<file path="src/rtl/matmul_pkg.sv">
// Shared definitions for the 2x2 matrix multiplier: default widths, the
// product/entry counts and the mapping from product index k to (i, t, j).
package matmul_pkg;

  localparam int DATA_W_DEFAULT = 8;
  localparam int N_PRODUCTS     = 8;
  localparam int N_ENTRIES      = 4;

  typedef logic [2:0] prod_idx_t;
  typedef logic [1:0] entry_idx_t;

  // Result width wide enough for the sum of two full-width products.
  function automatic int acc_width(input int data_w);
    return 2 * data_w + 1;
  endfunction

  // Product k computes A(i,t) * B(t,j) with e = k>>1, i = e>>1, j = e&1, t = k&1.
  function automatic logic prod_i(input prod_idx_t k);
    return k[2];
  endfunction

  function automatic logic prod_j(input prod_idx_t k);
    return k[1];
  endfunction

  function automatic logic prod_t(input prod_idx_t k);
    return k[0];
  endfunction

endpackage

</file>
<file path="src/rtl/result_drain.sv">
// Output side of the matrix datapath: snapshots the four result entries on a
// rising edge of done and streams them out in index order over valid/ready.
// A done rise that arrives while a drain is in progress is dropped and
// flagged through the sticky overrun bit.
module result_drain
  import matmul_pkg::*;
#(
  parameter int ACC_W = acc_width(DATA_W_DEFAULT)
) (
  input  logic                       clock,
  input  logic                       reset,
  input  logic                       done,
  input  logic [N_ENTRIES*ACC_W-1:0] results_flat,
  input  logic                       out_ready,
  output logic [ACC_W-1:0]           out_data,
  output logic [1:0]                 out_index,
  output logic                       out_valid,
  output logic                       overrun
);

  logic [ACC_W-1:0] snap [N_ENTRIES];
  logic             done_q;
  logic             done_rise;
  logic             xfer;

  assign done_rise = done && !done_q;
  assign xfer      = out_valid && out_ready;
  assign out_data  = snap[out_index];

  // Snapshot on done rise when idle, advance the index on every transfer.
  always_ff @(posedge clock) begin
    if (reset) begin
      done_q    <= 1'b0;
      out_valid <= 1'b0;
      out_index <= 2'd0;
      overrun   <= 1'b0;
      for (int n = 0; n < N_ENTRIES; n++) begin
        snap[n] <= '0;
      end
    end else begin
      done_q <= done;
      if (xfer) begin
        out_index <= out_index + 2'd1;
        if (out_index == 2'd3) begin
          out_valid <= 1'b0;
        end
      end
      // out_valid is still high on the final-transfer edge, so a coincident
      // done rise counts as busy and is dropped.
      if (done_rise) begin
        if (!out_valid) begin
          for (int n = 0; n < N_ENTRIES; n++) begin
            snap[n] <= results_flat[n*ACC_W +: ACC_W];
          end
          out_index <= 2'd0;
          out_valid <= 1'b1;
        end else begin
          overrun <= 1'b1;
        end
      end
    end
  end

endmodule

</file>
<file path="src/rtl/matrix_datapath.sv">
// Arithmetic datapath of the 2x2 matrix multiplier. Driven by the multiplier
// FSM: one partial product per count value while load_matrix is high, then
// one pairwise sum per entry value, then done hands the results to the drain.
// Operands are not latched; upstream holds a_flat/b_flat stable until done.
module matrix_datapath
  import matmul_pkg::*;
#(
  parameter int DATA_W = DATA_W_DEFAULT,
  parameter int ACC_W  = acc_width(DATA_W)
) (
  input  logic                clock,
  input  logic                reset,
  input  logic                load_matrix,
  input  logic [3:0]          count,
  input  logic [2:0]          entry,
  input  logic                done,
  input  logic [4*DATA_W-1:0] a_flat,
  input  logic [4*DATA_W-1:0] b_flat,
  output logic [ACC_W-1:0]    out_data,
  output logic [1:0]          out_index,
  output logic                out_valid,
  input  logic                out_ready,
  output logic                overrun
);

  localparam int PROD_W = 2 * DATA_W;

  // Zero-extending pairwise sum; ACC_W >= PROD_W+1 so nothing is lost.
  function automatic logic [ACC_W-1:0] pair_sum(input logic [PROD_W-1:0] x,
                                                input logic [PROD_W-1:0] y);
    return ACC_W'(x) + ACC_W'(y);
  endfunction

  logic [DATA_W-1:0]          a_el [4];
  logic [DATA_W-1:0]          b_el [4];
  prod_idx_t                  prod_k;
  entry_idx_t                 acc_e;
  logic                       prod_en;
  logic                       acc_en;
  logic [1:0]                 a_idx;
  logic [1:0]                 b_idx;
  logic [PROD_W-1:0]          prod_next;
  logic [ACC_W-1:0]           acc_next;
  logic [PROD_W-1:0]          prod_p0 [N_PRODUCTS];
  logic [ACC_W-1:0]           acc_p1  [N_ENTRIES];
  logic [N_ENTRIES*ACC_W-1:0] results_flat;

  // Unpack the flattened operand matrices, element (i,j) at index 2i+j.
  always_comb begin
    for (int n = 0; n < 4; n++) begin
      a_el[n] = a_flat[n*DATA_W +: DATA_W];
      b_el[n] = b_flat[n*DATA_W +: DATA_W];
    end
  end

  assign prod_en = load_matrix && (count >= 4'd1) && (count <= 4'd8);
  assign acc_en  = !load_matrix && (entry >= 3'd1) && (entry <= 3'd4);
  assign prod_k  = 3'(count - 4'd1);
  assign acc_e   = 2'(entry - 3'd1);

  assign a_idx     = {prod_i(prod_k), prod_t(prod_k)};
  assign b_idx     = {prod_t(prod_k), prod_j(prod_k)};
  assign prod_next = PROD_W'(a_el[a_idx]) * PROD_W'(b_el[b_idx]);
  assign acc_next  = pair_sum(prod_p0[{acc_e, 1'b0}], prod_p0[{acc_e, 1'b1}]);

  // Stage p0: partial product register selected by count.
  always_ff @(posedge clock) begin
    if (reset) begin
      for (int n = 0; n < N_PRODUCTS; n++) begin
        prod_p0[n] <= '0;
      end
    end else if (prod_en) begin
      prod_p0[prod_k] <= prod_next;
    end
  end

  // Stage p1: result entry register selected by entry.
  always_ff @(posedge clock) begin
    if (reset) begin
      for (int n = 0; n < N_ENTRIES; n++) begin
        acc_p1[n] <= '0;
      end
    end else if (acc_en) begin
      acc_p1[acc_e] <= acc_next;
    end
  end

  for (genvar g = 0; g < N_ENTRIES; g++) begin : g_results
    assign results_flat[g*ACC_W +: ACC_W] = acc_p1[g];
  end

  result_drain #(
    .ACC_W (ACC_W)
  ) u_drain (
    .clock        (clock),
    .reset        (reset),
    .done         (done),
    .results_flat (results_flat),
    .out_ready    (out_ready),
    .out_data     (out_data),
    .out_index    (out_index),
    .out_valid    (out_valid),
    .overrun      (overrun)
  );

endmodule

</file>
<file path="config.mk">
export PLATFORM = sky130hd
export DESIGN_NAME = matrix_datapath
export DESIGN_NICKNAME = d
export VERILOG_FILES = /design/src/rtl/matmul_pkg.sv /design/src/rtl/result_drain.sv /design/src/rtl/matrix_datapath.sv
export SDC_FILE = /design/constraint.sdc
export NUM_CORES = 1
export LEC_CHECK = 0
export ABC_AREA = 0
export CORE_MARGIN = 3
export CORE_UTILIZATION = 51
export DETAILED_ROUTE_END_ITERATION = 8
export PLACE_DENSITY = 0.77
export SLEW_MARGIN = 30
export SYNTH_ARGS = -nofsm -noshare
export SYNTH_HDL_FRONTEND = slang
export SYNTH_HIERARCHICAL = 1
export SYNTH_SLANG_ARGS = --single-unit
</file>
<file path="constraint.sdc">
create_clock -name clock -period 19.6 [get_ports clock]
set_input_delay 2.94 -clock clock [delete_from_list [all_inputs] [get_ports clock]]
set_output_delay 2.94 -clock clock [all_outputs]
set_load 0.02 [all_outputs]
</file>
==> flow_summary_export.csv <==
group,metric,value,unit
critical_path,required,19.84,ns
synth,postSynthCellCount,1122,
critical_path,r2r_end,"acc_p1[3][15]",
synth,synth-edff-count,264,
cts,clock_sinks,269,
cts,hold_buffers,0,
synth,yosysWarnings,6,
synth,async_reset_ff_share,0,%
global_route,grt_pass1_wl,51200,um
cts,ctsResizeCount,0,
power,p_per_area,126,nW/um2
critical_path,cp_cell_sequence,"clkdlybuf4s50_1, buf_4, clkinv_1, ha_1, mux4_2, nand2_1, fa_1, fa_1, inv_1, fa_1, inv_1, fa_1, inv_1, ha_1, o21a_1, o31a_1, o31ai_4, nor4b_2, nor3_1",
hold_path,hp-class,"reg -> reg",
detailed_routing,drt_iter0_drc,755,
layout,area_growth,13.6,%
critical_path,cp_num_cells,19,
die,io_pins,97,
critical_path,critPathCaptureType,"flip-flop",
layout,drive_gt1_share,12.0,%
timing,rsz0062_at_grt,"no",
synth,synth_cell_type_count,74,
cts,cts_buffer_depth,3,
die,die_x,176,um
layout,nNetsFinal,1369,
detailed_routing,drc,0,
detailed_routing,drtPass1Iterations,5,
die,die_area,31000,um2
global_route,grt_overflow,0,
hold_path,worstHoldStart,"u_drain/overrun",
placement,io_buffer_count,96,
timing,worst_pin_slew,0.988,ns
synth,avgSynthCellArea,13.2,um2
layout,n_antenna_cell,0,
critical_path,cpPeakStageDelay,0.80,ns
global_route,antenna_found_initial,0,
timing,fmaxAchievable,109,MHz
die,die_h,176,um
timing,max-slew-margin-rel,34.1,%
critical_path,crit_fanout,18,
critical_path,rr_worst_depth,7,
timing,finalHoldViolCount,0,
layout,final_core_util,59.6,%
die,initial_core_util,52.5,%
synth,syn-cell-area,14800,um2
synth,synth_nets,1292,
layout,layout_commonest_cell,"edfxtp_1",
power,p_leak,6.25,nW
critical_path,rrSetupSlack,16.34,ns
global_route,grt_start_max_net_pins,70,
run_status,outcome,"finished clean",
critical_path,crit_slowest_cell,"ha_1",
power,ir_drop,152,uV
layout,final_area,16800,um2
synth,synth-seq-cells,269,
critical_path,cp-startpoint,"count[0]",
detailed_routing,via_per_inst,5.69,
synth,synth-main-ff-cell,"edfxtp_1",
die,rows,61,
cts,htreeDepth,1,
detailed_routing,routedWlPerCell,19.6,um
global_route,grt_usage,20.8,%
timing,slew_violations,0,
detailed_routing,ant_nets,0,
critical_path,cp_top_family,"adder cells",
detailed_routing,vias,9090,
critical_path,crit_top_cell,"fa_1",
cts,clk_latency,0.53,ns
timing,fin_setup_tns,0,ns
timing,fin_crit,9.18,ns
placement,hpwl,21400,um
placement,gp_congestion,0.859,
placement,placed_area,16000,um2
critical_path,cp.arrival,9.42,ns
synth,ys_seq_area_share,54.3,%
detailed_routing,routed_wl,31300,um
layout,final_cell_mix,"264 x edfxtp_1, 162 x nor2_1, 120 x and2_1",
critical_path,path_class,"in -> reg",
critical_path,crit_path_start_kind,"primary input",
cts,cts_root_buffer,"clkbuf_16",
cts,cts_tree,"done",
critical_path,crit_end,"prod_p0[6][15]",
timing,setup_violations,0,
cts,clkTransAtPathRegs,0.07,ns
global_route,grt_pass1_vias,9439,
hold_path,worstHoldPathCells,2,
cts,post_cts_buffers,0,
cts,cts_buffers,27,
timing,min_period_over_period,46.9,%
critical_path,worstReg2RegStart,"prod_p0[2][1]",
die,coreArea,28200,um2
critical_path,crit_buf_inv,6,
timing,clock_skew,0.0244,ns
flow_run,drv_cap,0,
-- cell usage after synthesis (all sizes together) (3+ instances only) --
cell type	n	area share, %
nand2	37	0.94
clkbuf	18	0.50
nor3	37	1.3
o21bai	5	0.25
buf	37	1.6
o221ai	3	0.18
a21bo	3	0.20
o2111ai	4	0.28
nand3b	3	0.15
and3	4	0.17
nor2	163	4.2
a211oi	7	0.39
mux4	65	9.9
nand2b	13	0.55
xor2	10	0.64
nand3	13	0.44
nor4	8	0.42
dfxtp	5	0.68
nor2b	6	0.25
a21oi	42	1.4
and2	120	5.1
a21o	11	0.56
nor4b	6	0.64
ha	57	4.8
edfxtp	264	54
o21ai	15	0.51
nor3b	8	0.52
inv	70	1.8
xnor2	5	0.35
fa	37	5.0
o211ai	9	0.49
o21a	5	0.25
or2	5	0.21
-- area by class of cell --
cell class | count | area, um2
multi-input cells | 727 | 6200
flip-flops and latches | 269 | 8030
inverters | 71 | 267
fillers | 2127 | 11400
repair buffers | 103 | 1010
clock inverters | 19 | 119
clock buffers | 30 | 687
well taps | 378 | 473
-- flip-flops by register name (all words and copies together) (netlist names) --
name,cells
acc_p1,68
prod_p0,128
u_drain/done_q,1
u_drain/out_index,2
u_drain/out_valid,1
u_drain/overrun,1
u_drain/snap,68
-- worst min-delay path by stage --
stage,endpoint,slack [ns]
after CTS,u_drain/overrun,0.45
final,u_drain/overrun,0.45
after floorplan,u_drain/snap[0][0],0.50
after detailed placement,u_drain/overrun,0.44
after global placement,u_drain/overrun,0.43
after global routing,u_drain/overrun,0.48
-- power breakdown --
group          leakage [nW]  total (mW)  internal (mW)  switching (mW)
clock                 0.391       0.473          0.265           0.209
sequential             2.72       0.690          0.679          0.0106
combinational          3.14       0.951          0.323           0.628
-- per-stage QoR --
stage                     std cells  hold WS [ns]  power [mW]  setup WS (ns)
after global routing           1597         0.476        2.25           9.90
after CTS                      1597         0.449        2.11          10.41
after global placement         1548         0.431        1.62          10.05
after detailed placement       1548         0.439        1.64           9.84
after floorplan                1122         0.497        1.40          11.12
final                          1597         0.448        2.11          10.42
-- cell families after synthesis --
family	after synthesis	share of synthesized area, %
AO/OA/AOI/OAI	121	5.68
XOR/XNOR	15	0.991
adder cells (fa/ha/maj)	94	9.84
buffers and inverters	126	3.90
flip-flops	269	54.3
multiplexers	66	9.98
AND/OR/NAND/NOR	431	15.3
-- metal layers --
| metal | wire length (um) | GRT usage, % | vias to the layer above |
|---|---|---|---|
| met5 | 0 | 0 | - |
| met4 | 670 | 5.38 | 0 |
| met3 | 1560 | 2.06 | 51 |
| met2 | 16700 | 38.2 | 267 |
| met1 | 12400 | 26.5 | 4532 |
| li1 | - | - | 4240 |
-- worst min-delay path, stage by stage (launching register included) --
cell and delay (ns):
dfxtp_1 0.31, inv_1 0.05, a21oi_1 0.05
Note: power is estimated with default switching activity, not from simulation.
==> variant, RTL diff (config.mk and constraints unchanged) <==
`N_ENTRIES`: 4 -> 8.
--- a/src/rtl/matmul_pkg.sv
+++ b/src/rtl/matmul_pkg.sv
@@ -4,7 +4,7 @@
 
   localparam int DATA_W_DEFAULT = 8;
   localparam int N_PRODUCTS     = 8;
-  localparam int N_ENTRIES      = 4;
+  localparam int N_ENTRIES      = 8;
 
   typedef logic [2:0] prod_idx_t;
   typedef logic [1:0] entry_idx_t;
Function: no difference found for any inputs over 4 cycles, from zero or initial values and one cycle with reset high; that may be too few to reach the edited logic, so the function may still have changed.
==> variant against the original RTL <==
Sequential cell count unchanged; worst hold slack worse by 0.66 ps; combinational power fell by 4.9%; final area rose by 3.6%; synthesized area grew 3.0%; die area grew 2.9%; clock power grew 11%; worst setup slack improved by 520 ps; register-to-register slack better by 140 ps; total power hardly changed; routed wire length rose by 5.7%; sequential power fell by 0.6%; non-clock buffer count unchanged; largest cell class unchanged; highest routed layer unchanged.
==> variant: results (changes against the original RTL) <==
stage,metric,value,unit,change
power,irDropWorstVdd,121,uV,-21%
detailed_routing,wl_met2,17100,um,+2.7%
power,switching_share,38.0,%,-2.0 points
global_route,use_met1,27.5,%,+0.99 points
global_route,grt_pass1_wl,53000,um,+3.5%
global_route,met3_usage,2.27,%,+0.20 points
worst_hold_path,hold_class,register to register,,
global_route,grtUsageMet2,38.5,%,+0.29 points
logic_synthesis,syn_avg_cell_area,13.1,um2,-0.19%
placed_design,hpwl,23200,um,+8.2%
setup_path,cp_max_fo,17,,-1
detailed_routing,detail_route.iter0.violations,780,,+3.3%
placed_design,dp.cells,1592,,+2.8%
clocking,clkLatencyLatePin,550,ps,+20 ps
clocking,cts_resized,0,,unchanged
finish,layout-drive-gt1-share,12.8,%,+0.83 points
placed_design,place_congestion,0.882,,+2.7%
placed_design,dpl-instance-area,16500,um2,+3.1%
logic_synthesis,synth_nets,1330,,+2.9%
status,outcome,"finished, final reports clean",,
sta,clock_skew,8.97,ps,-15.5 ps
setup_path,cpPeakStageDelay,700,ps,-100 ps
finish,num_antenna_cells,0,,unchanged
power,pg_seq,686,uW,-0.6%
setup_path,critical_path_arrival,8930,ps,-490 ps
placed_design,dp_slack,9480,ps,-363 ps
setup_path,cp_slowest_cell,ha_1,,
finish,multi_input_area,6750,um2,+8.8%
detailed_routing,post_drt_wl_per_cell,20.2,um,+2.9%
sta,maxSlewHeadroom,27.9,%,-6.3 points
finish,top_register,prod_p0,,
finish,nets,1411,,+3.1%
detailed_routing,vias,9606,,+5.7%
clocking,numCtsBuffers,29,,+7.4%
detailed_routing,met1_length,13300,um,+7.1%
power,p_leak,0.00655,uW,+4.7%
finish,finalNonFillerCells,1641,,+2.8%
detailed_routing,wl_met3,2060,um,+32%
global_route,track_usage,21.2,%,+0.42 points
finish,fillers,2242,,+5.4%
power,power,2120,uW,about the same
global_route,grt_pass1_vias,9832,,+4.2%
power,clockPowerShare,24.8,%,+2.4 points
## variant: cell type report
class / instances / area share (%)
inverter: 58 / 1.25
clock buffer: 34 / 4.28
multi-input combinational: 778 / 38.8
sequential: 269 / 46.2
clock inverter: 15 / 0.914
timing repair buffer: 103 / 5.77
tap: 384 / 2.76
## variant: critical path, delay by kind of cell
| family | cells | cell delay [ps] |
|---|---|---|
| mux | 1 | 650 |
| compound gates | 4 | 1170 |
| buf+inv | 4 | 700 |
| simple gates | 2 | 280 |
| fa+ha+maj | 6 | 3180 |
## variant: final timing paths
path	from	endpoint	slack, ps	cells past startpoint
min	u_drain/overrun	u_drain/overrun	450	2
max reg2reg	prod_p0[3][9]	acc_p1[0][12]	16480	7
min reg2reg	u_drain/overrun	u_drain/overrun	450	2
max	count[0]	prod_p0[4][13]	10940	17
